**config.mk**
```make
export PLATFORM = sky130hd
export DESIGN_NAME = stage_if_prefetch
export DESIGN_NICKNAME = d
export VERILOG_FILES = /design/src/rtl/stage_if_prefetch.sv
export SDC_FILE = /design/constraint.sdc
export NUM_CORES = 1
export LEC_CHECK = 0
export BUFFER_PORTS_ARGS = -buffer_cell sky130_fd_sc_hd__buf_2
export CAP_MARGIN = 30
export CORE_MARGIN = 2
export CORE_UTILIZATION = 53
export CTS_BUF_LIST = sky130_fd_sc_hd__clkbuf_8
export CTS_CLUSTER_SIZE = 14
export DETAILED_ROUTE_END_ITERATION = 8
export PLACE_DENSITY = 0.85
export RECOVER_POWER = 25
export SETUP_SLACK_MARGIN = 0.02
export SLEW_MARGIN = 15
export SYNTH_ARGS = -nofsm -noshare
export SYNTH_HDL_FRONTEND = slang
export SYNTH_SLANG_ARGS = --single-unit
```
**constraint.sdc**
```tcl
create_clock -name clk_i -period 3.6 [get_ports clk_i]
set_input_delay 0.72 -clock clk_i [delete_from_list [all_inputs] [get_ports clk_i]]
set_output_delay 0.72 -clock clk_i [all_outputs]
set_load 0.02 [all_outputs]
```
**src/rtl/stage_if_prefetch.sv**
```systemverilog
// Instruction fetch stage: a Wishbone classic master feeding a prefetch FIFO.
// Optional macro IF_BUS_ERR_EN adds fetch_err_o, a per-entry error bit and a fetch suspend.
module stage_if_prefetch #(
   parameter logic [31:0] RESET_ADDR = 32'h0,
   parameter int          FIFO_DEPTH = 4,
   parameter logic [31:0] NOP_INSTR  = 32'h00000013
) (
   input  logic        clk_i,
   input  logic        rst_i,
   input  logic [31:0] br_j_addr_i,
   input  logic [31:0] exception_addr_i,
   input  logic [1:0]  sel_addr_i,
   input  logic        stall_i,
   output logic [31:0] instruction_o,
   output logic [31:0] pc_o,
   output logic        valid_o,
   input  logic [31:0] wbm_dat_i,
   input  logic        wbm_ack_i,
   input  logic        wbm_err_i,
   output logic [31:0] wbm_addr_o,
   output logic [31:0] wbm_dat_o,
   output logic [3:0]  wbm_sel_o,
   output logic        wbm_cyc_o,
   output logic        wbm_stb_o,
   output logic        wbm_we_o
`ifdef IF_BUS_ERR_EN
   ,
   output logic        fetch_err_o
`endif
);

   localparam int PTR_W = $clog2(FIFO_DEPTH);
   localparam int CNT_W = PTR_W + 1;

   typedef enum logic [1:0] {IDLE, REQ, DISCARD} state_t;

   state_t            state_reg, state_next;
   logic [31:0]       fetch_pc_reg;
   logic [31:0]       bus_addr_reg;
   logic [PTR_W-1:0]  wr_ptr_reg, rd_ptr_reg;
   logic [CNT_W-1:0]  count_reg;
   logic [31:0]       pc_mem    [FIFO_DEPTH];
   logic [31:0]       instr_mem [FIFO_DEPTH];
   logic [31:0]       instr_reg, pc_reg;
   logic              valid_reg;

   logic              redirect, bus_done, push, pop;
   logic              fifo_full, fifo_empty, fetch_en;
   logic [31:0]       redirect_pc, push_instr;

   assign redirect    = (sel_addr_i == 2'b01) || (sel_addr_i == 2'b10);
   assign redirect_pc = ((sel_addr_i == 2'b01) ? br_j_addr_i : exception_addr_i) & ~32'h3;
   assign bus_done    = wbm_ack_i || wbm_err_i;
   assign fifo_full   = (count_reg == CNT_W'(FIFO_DEPTH));
   assign fifo_empty  = (count_reg == '0);
   // A redirect takes priority: a response arriving on the same edge is dropped.
   assign push        = (state_reg == REQ) && bus_done && !redirect;
   assign pop         = !redirect && !stall_i && !fifo_empty;
   assign push_instr  = wbm_err_i ? NOP_INSTR : wbm_dat_i;

`ifdef IF_BUS_ERR_EN
   logic suspend_reg;
   logic err_mem [FIFO_DEPTH];
   logic fetch_err_reg;

   assign fetch_en    = !suspend_reg;
   assign fetch_err_o = fetch_err_reg;

   always_ff @(posedge clk_i) begin
      if (rst_i || redirect)
         suspend_reg <= 1'b0;
      else if (push && wbm_err_i)
         suspend_reg <= 1'b1;
   end

   always_ff @(posedge clk_i) begin
      if (push)
         err_mem[wr_ptr_reg] <= wbm_err_i;
   end

   always_ff @(posedge clk_i) begin
      if (rst_i || redirect)
         fetch_err_reg <= 1'b0;
      else if (!stall_i)
         fetch_err_reg <= pop ? err_mem[rd_ptr_reg] : 1'b0;
   end
`else
   assign fetch_en = 1'b1;
`endif

   always_ff @(posedge clk_i) begin
      if (rst_i)
         state_reg <= IDLE;
      else
         state_reg <= state_next;
   end

   always_comb begin
      state_next = state_reg;
      unique case (state_reg)
         IDLE:    if (!fifo_full && !redirect && fetch_en) state_next = REQ;
         REQ:     if (bus_done) state_next = IDLE;
                  else if (redirect) state_next = DISCARD;
         DISCARD: if (bus_done) state_next = IDLE;
         default: state_next = IDLE;
      endcase
   end

   always_comb begin
      wbm_cyc_o  = (state_reg != IDLE);
      wbm_stb_o  = (state_reg != IDLE);
      wbm_addr_o = {bus_addr_reg[31:2], 2'b00};
      wbm_dat_o  = 32'h0;
      wbm_sel_o  = 4'hF;
      wbm_we_o   = 1'b0;
   end

   // The bus address is latched at request start so it stays put through DISCARD.
   always_ff @(posedge clk_i) begin
      if (rst_i)
         bus_addr_reg <= RESET_ADDR;
      else if (state_reg == IDLE && state_next == REQ)
         bus_addr_reg <= fetch_pc_reg;
   end

   always_ff @(posedge clk_i) begin
      if (rst_i)
         fetch_pc_reg <= RESET_ADDR;
      else if (redirect)
         fetch_pc_reg <= redirect_pc;
      else if (push)
         fetch_pc_reg <= fetch_pc_reg + 32'd4;
   end

   always_ff @(posedge clk_i) begin
      if (push) begin
         pc_mem[wr_ptr_reg]    <= fetch_pc_reg;
         instr_mem[wr_ptr_reg] <= push_instr;
      end
   end

   always_ff @(posedge clk_i) begin
      if (rst_i || redirect) begin
         wr_ptr_reg <= '0;
         rd_ptr_reg <= '0;
         count_reg  <= '0;
      end else begin
         if (push)
            wr_ptr_reg <= wr_ptr_reg + PTR_W'(1);
         if (pop)
            rd_ptr_reg <= rd_ptr_reg + PTR_W'(1);
         if (push && !pop)
            count_reg <= count_reg + CNT_W'(1);
         else if (pop && !push)
            count_reg <= count_reg - CNT_W'(1);
      end
   end

   always_ff @(posedge clk_i) begin
      if (rst_i) begin
         instr_reg <= NOP_INSTR;
         pc_reg    <= RESET_ADDR - 32'd4;
         valid_reg <= 1'b0;
      end else if (redirect) begin
         instr_reg <= NOP_INSTR;
         valid_reg <= 1'b0;
      end else if (!stall_i) begin
         if (pop) begin
            instr_reg <= instr_mem[rd_ptr_reg];
            pc_reg    <= pc_mem[rd_ptr_reg];
            valid_reg <= 1'b1;
         end else begin
            instr_reg <= NOP_INSTR;
            valid_reg <= 1'b0;
         end
      end
   end

   assign instruction_o = instr_reg;
   assign pc_o          = pc_reg;
   assign valid_o       = valid_reg;

endmodule
```
* Word level (Yosys, flattened, before mapping)
Memories as Yosys holds them, arrays and structs flattened. A register that Yosys moved wholly into a read port is not among the register bits.
Index checks and enable logic that the tools add are counted.
Widths: inputs -> output; s select.
** Word-level totals
- Register bits :: 106
- Bits in latches :: 0
- RAM bits :: 256
- ROM bits :: 0
- Input bits :: 103
- Word-level logic and storage cells :: 65
- Memories :: 2
** Memory list
- instr_mem :: depth 4, width 32, read ports 1, clocked after memory_dff 1, write ports 1, RTL line 43 : logic [31:0] instr_mem [FIFO_DEPTH];
- pc_mem :: depth 4, width 32, read ports 1, clocked after memory_dff 1, write ports 1, RTL line 42 : logic [31:0] pc_mem [FIFO_DEPTH];
** Operators by class
- Add/subtract/negate cells :: 5
- $mul :: 0
- Div/mod/pow operators :: 0
- Magnitude comparators :: 0
- Equal/unequal tests :: 6
- Shifts and indexed selects :: 0
- Mux-type cells :: 17
- Bitwise logic cells :: 2
- Reduce and logical (&&, ||, !) cells :: 24
** Operators by type and width (number)
- $mux 32 :: 5
- $add 32x3->32 const B :: 1
- $mux 2 :: 6
- $logic_and 1x1->1 :: 8
- $eq 2x1->1 const B :: 3
- $logic_not 1->1 :: 6
- $mux 3 :: 2
- $pmux 2 s3 :: 1
- $reduce_bool 2->1 :: 3
- $add 2x1->2 const B :: 2
- $eq 2x2->1 const B :: 2
- $add 3x1->3 const B :: 1
- $eq 3x3->1 const B :: 1
- $logic_not 3->1 :: 1
- $logic_or 1x1->1 :: 3
- $mux 1 :: 3
- $reduce_and 3->1 :: 1
- $sub 3x1->3 const B :: 1
- $logic_not 2->1 :: 1
- $not 1->1 :: 2
- $reduce_or 2->1 :: 1

* Longest topological paths before layout
Gate-level depths: netlist of run 1.
- Depth after elaboration :: 8
- Depth in mapped cells :: 12
- Mapped depth without buffers :: 10

* Worst setup path after synthesis of run 1
No wires, ideal clock.
- Path kind :: input -> register
- Start :: input port sel_addr_i[1]
- End :: memory instr_mem[0][0] (enable)
- Library setup time :: 0.427 ns
- Arrival time :: 3.102 ns
- Path slack :: 0.072 ns
- Cell stages on the path :: 5
- Buffers on the path :: 1
- Cells stage by stage :: inv_1 -> ha_1 -> clkbuf_1 -> and3_1 -> and2_1
** Between the ends
- Cells in the longest elaborated chain, start to end :: 6
- Elaborated cells between the ends (all ways) :: 7
** RTL lines
- from (decl) :: RTL line 12 : input logic [1:0] sel_addr_i,
- $eq 2x1->1 or $eq 2x2->1 (tied branches) :: RTL line 51 : assign redirect = (sel_addr_i == 2'b01) || (sel_addr_i == 2'b10);
- $logic_or 1x1->1 (*) :: RTL line 51
- $logic_not 1->1 (*) :: RTL line 57 : assign push = (state_reg == REQ) && bus_done && !redirect;
- $logic_and 1x1->1 (*) :: RTL line 57
- named net push :: RTL line 47 : logic redirect, bus_done, push, pop;
- $mux 1 (*) :: RTL line 136 : if (push) begin
- $mux 1 (implied by the code) (*) :: RTL line 138 : instr_mem[wr_ptr_reg] <= push_instr;
- to (decl) :: RTL line 43
The timed path passes the listed nets; every way through them passes the cells marked *.

* Worst setup path after layout of run 1
- Start :: register fetch_pc_reg[12]
- End :: register fetch_pc_reg[28]
** Between the ends
- Cells in the longest elaborated chain, start to end :: 3
** RTL lines
- from (decl) :: RTL line 38 : logic [31:0] fetch_pc_reg;
- from (signal assigned) :: RTL line 130 : fetch_pc_reg <= redirect_pc;
- from (signal assigned) :: RTL line 132 : fetch_pc_reg <= fetch_pc_reg + 32'd4;
- $add 32x3->32 :: RTL line 132
- $mux 32 :: RTL line 131 : else if (push)
- $mux 32 :: RTL line 129 : else if (redirect)
Every way passes these cells. The select of a mux whose other input is x is not followed.
A chain may end at the register's enable or synchronous reset.

==> impl_metrics.csv, run 1 <==
group,metric,value,unit
clock_network,clockBufferDepth,3,
power,p_leak,6.43,nW
power,seqPwrFrac,52.3,%
layout,largest_register,"instr_mem",
sta,setup_viol,0,
power,power_density,530,nW/um2
floorplanning,std_cell_rows,61,
yosys,ys.flop_type,"edfxtp_1",
layout,drive_above_1_share,28.6,%
layout,largest_reg_flops,128,
clock_network,clock_latency,590,ps
critical_path,crit_type,"reg2reg",
critical_path,cp_max_fo,11,
yosys,synth-edff-count,248,
clock_network,cts_resized,0,
drt,drt-initial-drc-count,810,
critical_path,r2r_end,"fetch_pc_reg[28]",
clock_network,postCtsSetupBuffers,0,
critical_path,worstPathRequired,4090,ps
placement,dp_hpwl,20900,um
clock_network,cts_made_buffers,58,
critical_path,crit_path_end_kind,"flip-flop",
clock_network,clkTransAtPathRegs,60,ps
floorplanning,initial_core_util,54.2,%
floorplanning,core_area,28000,um2
outcome,status,"finished, final reports clean",
yosys,ys_async_sr_fraction,0,%
floorplanning,die_w,173,um
drt,drc,0,
power,p_switching,2.17,mW
placement,place_ws,812,ps
layout,nets,1405,
yosys,ys_seq_area_share,66.8,%
sta,fmax,417,MHz
sta,tightest_slew,887,ps
clock_network,cts-root-buf,"clkbuf_8",
yosys,yosys_register_bits,382,
grt,overflow,0,
critical_path,cp_slowest_cell,"or4_4",
clock_network,cts.sinks,382,
drt,wl_per_cell,19.4,um
yosys,yosysUniqueCellTypes,49,
yosys,synthCells,1083,
power,switching_share,23.1,%
drt,drtAntennaViolNets,0,
critical_path,r2r_slack,1200,ps
yosys,syn_area,15200,um2
layout,final_area,17700,um2
placement,gp_congestion,0.800,
hold_path,hp-class,"reg2reg",
drt,routed_wl,33500,um
grt,antenna_found_initial,1,
sta,fin_crit_sh,66.6,%
hold_path,holdCritStartpoint,"bus_addr_reg[14]",
layout,fillCellCount,2080,
sta,max-slew-margin-rel,40.9,%
clock_network,cts_hold_repair.buffers,0,
grt,grt_max_degree,62,
clock_network,cts_tree,"done",
sta,finClkSkew,26.0,ps
drt,via_per_inst,5.56,
grt,grt_pass1_wl,52300,um
grt,grt_pass1_vias,9665,
placement,port_buffers,193,
sta,finalSetupTns,0,ps
yosys,avgSynthCellArea,14.0,um2
drt,routed-via-count,9588,
critical_path,slowest_delay,610,ps
floorplanning,io_pins,239,
power,p_clk_share,40.9,%
critical_path,path_cells,"and3_1 -> nand2_1 -> or4_4 -> or3_1 -> a311oi_1",
floorplanning,die_area,30000,um2
power,irDropWorstVdd,293,uV
floorplanning,fp.dieH,173,um
yosys,yosys_warnings,0,
sta,rsz0062_at_grt,"false",
power,p_int,7.24,mW
layout,area.growth.synth_to_final,16.9,%
sta,report.final.slew_viol_count,0,
drt,firstDrtPassIters,5,
critical_path,cp-start-kind,"flip-flop",
hold_path,whs_path_depth,2,
critical_path,r2r_start,"fetch_pc_reg[12]",
power,comb_power_share,6.8,%
critical_path,cp.arrival,2890,ps
sta,fin_crit,2400,ps
flow_run,maxCapViolCount,0,
clock_network,htreeDepth,2,
placement,placed_cell_area,16500,um2
sta,finalHoldViolCount,0,
hold_path,min_to,"bus_addr_reg[14]",
grt,track_usage,22.3,%
sta,final_critical_path_setup_slack,1200,ps
critical_path,reg2reg_depth,5,
[worst max-delay path: cells and delay by family (launching register included)]
family / cells / cell delay (ps)
simple gates: 4 / 1460
flops: 1 / 580
compound gates: 1 / 260
[Yosys cell counts, types with 2 or more instances]
library cell | count | area share [%]
o22ai_1 | 6 | 0.25
ha_1 | 7 | 0.58
or2_2 | 5 | 0.21
or3_1 | 9 | 0.37
nand3b_1 | 30 | 1.5
a22oi_1 | 29 | 1.4
conb_1 | 2 | 0.049
xnor2_1 | 18 | 1.0
xor2_1 | 7 | 0.40
mux2i_1 | 5 | 0.33
nor2_1 | 45 | 1.1
inv_1 | 11 | 0.27
and3_1 | 8 | 0.33
mux4_2 | 62 | 9.2
clkbuf_1 | 54 | 1.3
edfxtp_1 | 248 | 49
nor3_1 | 10 | 0.33
and2b_1 | 2 | 0.099
o21ai_0 | 9 | 0.30
nor4_1 | 5 | 0.21
and2_1 | 5 | 0.21
dfxtp_1 | 134 | 18
buf_2 | 5 | 0.16
buf_1 | 5 | 0.12
nor2b_1 | 54 | 2.2
or4_4 | 2 | 0.15
nand2b_1 | 2 | 0.082
buf_4 | 43 | 2.1
a21oi_1 | 34 | 1.1
a211oi_1 | 43 | 2.1
nand2_1 | 145 | 3.6
a311oi_1 | 8 | 0.46
nand3_1 | 15 | 0.49
[worst max-delay path by stage]
stage,start,to,slack (ps),depth (start not counted)
after CTS,fetch_pc_reg[5],fetch_pc_reg[31],1220,6
after detailed placement,wbm_err_i,count_reg[2],810,9
final,fetch_pc_reg[12],fetch_pc_reg[28],1200,5
after global placement,sel_addr_i[1],count_reg[2],820,10
after global routing,fetch_pc_reg[12],fetch_pc_reg[28],1050,5
after floorplan,sel_addr_i[1],instr_mem[0][0],70,5
[through the flow]
step           hold slack, ps  util (%)  instances  power, mW
2_1_floorplan             471         -       1122       5.42
3_3_place_gp              442      58.7       1612       5.62
3_5_place_dp              445      58.7       1612       5.65
4_1_cts                   409      63.3       1722       9.48
5_1_grt                   434      63.3       1722       9.73
6_report                  452      63.3       1723       9.41
[layer usage]
metal	track usage [%]	up-vias	part of all wire, %
met5	0	-	0
met4	10.6	0	3.7
met3	4.29	78	6.3
met2	37.0	391	50
met1	28.6	4745	41
li1	-	4374	-
[power by group through the flow]
stage / logic [mW] / registers, mW / clock network [mW]
after floorplan: 0.408 / 5.02 / 0
after global placement: 0.616 / 5.00 / 0
after detailed placement: 0.634 / 5.02 / 0
after CTS: 0.637 / 4.92 / 3.92
after global routing: 0.692 / 4.94 / 4.10
final: 0.638 / 4.93 / 3.85
[cell type report]
type / instances / area [um2] / area share (%)
inverter: 12 / 45.0 / 0.254
timing repair buffer: 219 / 1210 / 6.82
sequential: 382 / 10100 / 57.1
tap: 378 / 473 / 2.67
antenna: 1 / 2.50 / 0.0141
clock inverter: 43 / 365 / 2.06
multi-input combinational: 621 / 4590 / 25.9
clock buffer: 67 / 922 / 5.20
[cells in the final DEF (no fill, tap or decap), types with 2 or more instances in the layout]
master / netlist / layout
a21oi_1: 34 / 34
nor4_1: 5 / 5
nor2_1: 45 / 45
clkbuf_8: 0 / 67
o21ai_0: 9 / 9
and2b_1: 2 / 2
inv_1: 11 / 36
bufinv_16: 0 / 7
clkinv_1: 1 / 3
a22oi_1: 29 / 29
o22ai_1: 6 / 6
mux4_2: 62 / 62
conb_1: 2 / 41
and3_1: 8 / 8
nand3b_1: 30 / 30
xor2_1: 7 / 7
ha_1: 7 / 6
dfxtp_1: 134 / 131
nand2_1: 145 / 145
or3_1: 9 / 9
xnor2_1: 18 / 18
buf_4: 43 / 22
and2_4: 0 / 4
nand3_1: 15 / 15
edfxtp_1: 248 / 248
buf_2: 5 / 192
mux2i_1: 5 / 5
nor2b_1: 54 / 54
dfxtp_2: 0 / 3
a311oi_1: 8 / 8
inv_4: 0 / 4
a211oi_1: 43 / 43
clkinv_2: 0 / 4
or2_2: 5 / 5
buf_12: 0 / 4
nor3_1: 10 / 10
or4_4: 2 / 2
[logic make-up after synthesis]
family	synth area share [%]
multiplexers	9.53
AND/OR/NAND/NOR	11.4
buffers and inverters	4.05
other	0.0495
adder cells (fa/ha/maj)	0.709
AO/OA/AOI/OAI	6.04
XOR/XNOR	1.44
flip-flops	66.8
Power figures use the tool's default switching activity.
==> run 2, diff against run 1 <==
--- a/config.mk
+++ b/config.mk
@@ -8,11 +8,11 @@
 export BUFFER_PORTS_ARGS = -buffer_cell sky130_fd_sc_hd__buf_2
 export CAP_MARGIN = 30
 export CORE_MARGIN = 2
-export CORE_UTILIZATION = 53
+export CORE_UTILIZATION = 59
 export CTS_BUF_LIST = sky130_fd_sc_hd__clkbuf_8
 export CTS_CLUSTER_SIZE = 14
 export DETAILED_ROUTE_END_ITERATION = 8
-export PLACE_DENSITY = 0.85
+export PLACE_DENSITY = 0.9
 export RECOVER_POWER = 25
 export SETUP_SLACK_MARGIN = 0.02
 export SLEW_MARGIN = 15
==> constraint.sdc (replaced) <==
create_clock -name clk_i -period 2.23 [get_ports clk_i]
set_input_delay 0.446 -clock clk_i [delete_from_list [all_inputs] [get_ports clk_i]]
set_output_delay 0.446 -clock clk_i [all_outputs]
set_load 0.02 [all_outputs]
==> run 2 against run 1 <==
Via count rose by 2.5%. Count of clock-buffer cells in the layout rose by 2. Design area rose by 1.0%. Final cell count fell by 0.87%. Largest power group unchanged.
==> impl_metrics.csv, run 2 (same netlist as run 1, synthesis figures left out) <==
group,metric,value,unit
grt,use_met3,5.12,%
clock_network,cts.sinks,382,
floorplanning,die_area,27000,um2
sta,tightest_slew,791,ps
layout,final_cell_mix,"edfxtp_1 (248), buf_2 (192), nand2_1 (145)",
floorplanning,core_area,25200,um2
sta,finClkSkew,16.4,ps
critical_path,cpLargestDelayFamily,"simple AND/OR/NAND/NOR gates",
grt,grt_pass1_vias,9766,
grt,grtUsageMet2,42.9,%
critical_path,crit_type,"reg2reg",
critical_path,path_buf_inv,0,
placement,gp_congestion,0.800,
critical_path,worstPathRequired,2710,ps
sta,fin_crit,2110,ps
clock_network,cts-root-buf,"clkbuf_8",
placement,placed_cell_area,16900,um2
clock_network,htreeDepth,2,
layout,final_area,17900,um2
placement,dp_hpwl,21200,um
critical_path,cp_slowest_cell,"or4_4",
layout,largest_register,"instr_mem",
clock_network,cts_resized,0,
critical_path,slowest_delay,450,ps
sta,fmax,473,MHz
clock_network,clockBufferDepth,3,
flow_run,maxCapViolCount,0,
hold_path,hp-class,"in2reg",
drt,wl_per_cell,20.0,um
critical_path,cp-start-kind,"flip-flop",
drt,via_per_inst,5.75,
clock_network,cts_hold_repair.buffers,0,
critical_path,cpMostUsedCell,"or3_1",
layout,nets,1439,
sta,rsz0062_at_grt,"false",
power,irDropWorstVdd,451,uV
placement,port_buffers,193,
layout,mostFrequentLayoutCell,"edfxtp_1",
grt,track_usage,25.3,%
clock_network,cts_made_buffers,57,
drt,drc,0,
clock_network,postCtsSetupBuffers,0,
grt,grt_pass1_wl,52200,um
layout,largest_reg_flops,128,
layout,area.growth.synth_to_final,18.1,%
critical_path,crit_path_end_kind,"flip-flop",
grt,antenna_found_initial,1,
power,p_total,14.6,mW
critical_path,path_cells,"nand4_2 -> or3_1 -> or4_4 -> or3_1 -> a311oi_1",
grt,use_met1,32.4,%
sta,setup_viol,0,
floorplanning,io_pins,239,
drt,drt-initial-drc-count,909,
layout,drive_above_1_share,28.8,%
floorplanning,std_cell_rows,58,
floorplanning,die_w,164,um
clock_network,clock_latency,580,ps
critical_path,cp.arrival,2600,ps
floorplanning,initial_core_util,60.3,%
sta,fin_crit_sh,94.8,%
sta,max-slew-margin-rel,47.3,%
drt,firstDrtPassIters,6,
outcome,status,"finished, final reports clean",
drt,drtAntennaViolNets,0,
power,p_leak,6.50,nW
grt,grt_max_degree,62,
grt,top_usage_layer,"met2",
drt,routed_wl,34100,um
grt,overflow,0,
sta,finalHoldViolCount,0,
drt,routed-via-count,9826,
critical_path,cp_max_fo,8,
clock_network,cts_tree,"done",
floorplanning,fp.dieH,164,um
clock_network,clkTransAtPathRegs,70,ps
sta,report.final.slew_viol_count,0,
power,power_density,817,nW/um2
run 2: changes by cell type in the layout (fill, tap and decap cells not counted), sizes merged:
cell / before / now
inv: 40 / 39
bufinv: 7 / 2
clkbuf: 68 / 93
diode: 1 / 2
clkinvlp: 0 / 1
buf: 218 / 230
run 2: routing by layer:
layer  up-vias  routed length, um
met2       496              17400
met5         -                  0
met1      4801              13100
met3        79               2710
li1       4450                  -
met4         0                945
run 2: where the power goes:
part	total [mW]	internal (mW)	leakage (nW)	switching, mW
clock network	5.56	3.02	0.689	2.54
logic	1.23	0.434	2.45	0.793
registers	7.85	7.75	3.36	0.0998
run 2: final cells by class:
| cell class | count | area, um2 |
|---|---|---|
| repair buffers | 254 | 1520 |
| fillers | 1561 | 7260 |
| clock buffers | 69 | 950 |
| flip-flops and latches | 382 | 10100 |
| clock inverters | 38 | 201 |
| inverters | 12 | 70.1 |
| multi-input cells | 621 | 4620 |
| diodes | 2 | 5.00 |
| well taps | 330 | 413 |
run 2: worst paths after layout:
kind	startpoint	endpoint	slack, ps	cells past startpoint
hold reg to reg	bus_addr_reg[31]	bus_addr_reg[31]	450	2
hold / removal	rst_i	pc_o[29]	170	2
setup / recovery	fetch_pc_reg[24]	fetch_pc_reg[31]	120	5
setup reg to reg	fetch_pc_reg[24]	fetch_pc_reg[31]	120	5
run 2: per-stage QoR:
stage               utilization (%)  hold slack [ps]  setup slack [ps]  instances  setup TNS [ps]
detailed placement             66.9              446              -106       1599            -383
finish                         71.2              173               115       1708               0
global placement               66.9              442             -95.5       1599            -260
global route                   71.2              171              34.0       1706               0
floorplan                         -              475              -139       1122          -34520
CTS                            71.5              149              46.2       1706               0
==> run 3, diff against run 2 <==
--- a/config.mk
+++ b/config.mk
@@ -14,7 +14,7 @@
 export DETAILED_ROUTE_END_ITERATION = 8
 export PLACE_DENSITY = 0.9
 export RECOVER_POWER = 25
-export SETUP_SLACK_MARGIN = 0.02
+export SETUP_SLACK_MARGIN = 0.4
 export SLEW_MARGIN = 15
 export SYNTH_ARGS = -nofsm -noshare
 export SYNTH_HDL_FRONTEND = slang
==> run 3 against run 2 <==
First-iteration DRC count increased by 26%. Register-to-register slack improved by 20 ps. Worst hold slack gained 21 ps. Maximum frequency rose by 0.75%. Critical path depth rose by 1. Sequential power hardly changed. Combinational power increased by 4%. Clock skew up 19 ps. Clock power fell by 2%. Worst setup slack better by 16 ps. Non-clock buffer count increased by 15. Via count rose by 3.7%. Critical path type unchanged. Highest routed layer unchanged.
==> impl_metrics.csv, run 3 (same netlist as run 1, synthesis figures left out) <==
group,metric,value,unit
clock_network,clock_latency,600,ps
floorplanning,io_pins,239,
clock_network,cts_hold_repair.buffers,0,
drt,via_per_inst,5.93,
drt,routed_wl,36100,um
placement,port_buffers,193,
floorplanning,fp.dieH,164,um
floorplanning,die_w,164,um
floorplanning,core_area,25200,um2
drt,dr_wl_met2,17800,um
drt,routed-via-count,10190,
grt,track_usage,26.7,%
sta,setup_viol,0,
power,p_leak,6.60,nW
layout,fin_cells,1717,
critical_path,critPathLaunch,"fetch_pc_reg[3]",
critical_path,crit_type,"reg2reg",
sta,max-slew-margin-rel,59.9,%
layout,final_area,18200,um2
sta,final_critical_path_setup_slack,131,ps
power,irDropWorstVdd,483,uV
layout,nets,1452,
critical_path,r2r_start,"fetch_pc_reg[3]",
power,p_total,14.6,mW
layout,diodes,0,
floorplanning,initial_core_util,60.3,%
floorplanning,die_area,27000,um2
sta,finalSetupTns,0,ps
power,seqPwrFrac,53.8,%
critical_path,cp.arrival,2590,ps
drt,met3_length,3240,um
flow_run,maxCapViolCount,0,
sta,fin_crit,2100,ps
clock_network,htreeDepth,2,
hold_path,holdCritStartpoint,"br_j_addr_i[16]",
placement,dp_hpwl,21900,um
clock_network,cts_made_buffers,55,
power,comb_power_share,8.8,%
drt,drtAntennaViolNets,0,
grt,grt_pass1_wl,55100,um
placement,place_ws,-144,ps
critical_path,crit_path_end_kind,"flip-flop",
clock_network,clkTransAtPathRegs,70,ps
sta,rsz0062_at_grt,"true",
sta,fin_crit_sh,94.1,%
drt,drc,0,
drt,wl_per_cell,21.0,um
sta,fmax,476,MHz
power,power_density,803,nW/um2
sta,tightest_slew,597,ps
sta,report.final.slew_viol_count,0,
grt,overflow,0,
power,p_clk_share,37.5,%
drt,highest_layer,"met4",
critical_path,cp_max_fo,6,
outcome,status,"finished, final reports clean",
sta,finClkSkew,35.0,ps
clock_network,clockBufferDepth,3,
layout,largest_register,"instr_mem",
clock_network,cts.sinks,382,
grt,grt_max_degree,88,
drt,drt-initial-drc-count,1147,
placement,placed_cell_area,16900,um2
hold_path,hp-class,"in2reg",
sta,hold_slack,194,ps
grt,grt_pass1_vias,10341,
drt,wl_met1,13500,um
layout,area.growth.synth_to_final,19.8,%
power,p_switching,3.49,mW
layout,drive_above_1_share,32.0,%
placement,dp.cells,1596,
clock_network,cts-root-buf,"clkbuf_8",
floorplanning,std_cell_rows,58,
clock_network,cts_tree,"done",
critical_path,worstPathRequired,2720,ps
sta,finalHoldViolCount,0,
critical_path,cp-start-kind,"flip-flop",
power,p_int,11.1,mW
grt,antenna_found_initial,0,
drt,firstDrtPassIters,7,
power,switching_share,23.9,%
layout,largest_reg_flops,128,
layout,fin_util,72.2,%
placement,gp_congestion,0.796,
layout,mostFrequentLayoutCell,"edfxtp_1",
layout,final_cell_mix,"edfxtp_1 (248), buf_2 (191), nand2_1 (144)",
[run 3: what timing repair did]
action / CTS / global route
buffers inserted: 12 / 6
pin swaps: 9 / 6
endpoints found under the hold margin: 0 / 0
endpoints found under the setup margin: 16 / 16
resized for setup: 32 / 15
[run 3: worst max-delay path, cell delays in order, from the launching register on]
cell      delay (ps)
dfxtp_1          380
clkbuf_1         260
and2_1           270
nand4_1          310
nor3_1           420
xnor2_1          140
a211oi_1         240
[run 3: layer usage]
layer	track usage, %	up-vias
li1	-	4462
met1	33.8	4978
met2	44.1	631
met3	5.27	119
met4	14.0	0
met5	0	-
[run 3: worst paths after layout]
check	slack, ps	depth (start not counted)	to
max	130	6	fetch_pc_reg[21]
min	190	3	fetch_pc_reg[16]
max reg2reg	130	6	fetch_pc_reg[21]
min reg2reg	450	2	bus_addr_reg[15]
[run 3: cell type report]
cell class	instances	area, um2
clock buffers	66	908
clock inverters	37	204
fillers	1516	7010
inverters	12	70.1
multi-input cells	621	4750
flip-flops and latches	382	10200
well taps	330	413
repair buffers	269	1670
[run 3: power groups by stage]
stage / clock [mW] / sequential, mW / combinational (mW)
final: 5.47 / 7.85 / 1.28
after global routing: 5.83 / 7.86 / 1.37
after CTS: 5.53 / 7.85 / 1.26
after detailed placement: 0 / 8.03 / 1.18
after global placement: 0 / 8.01 / 1.14
after floorplan: 0 / 8.10 / 0.680
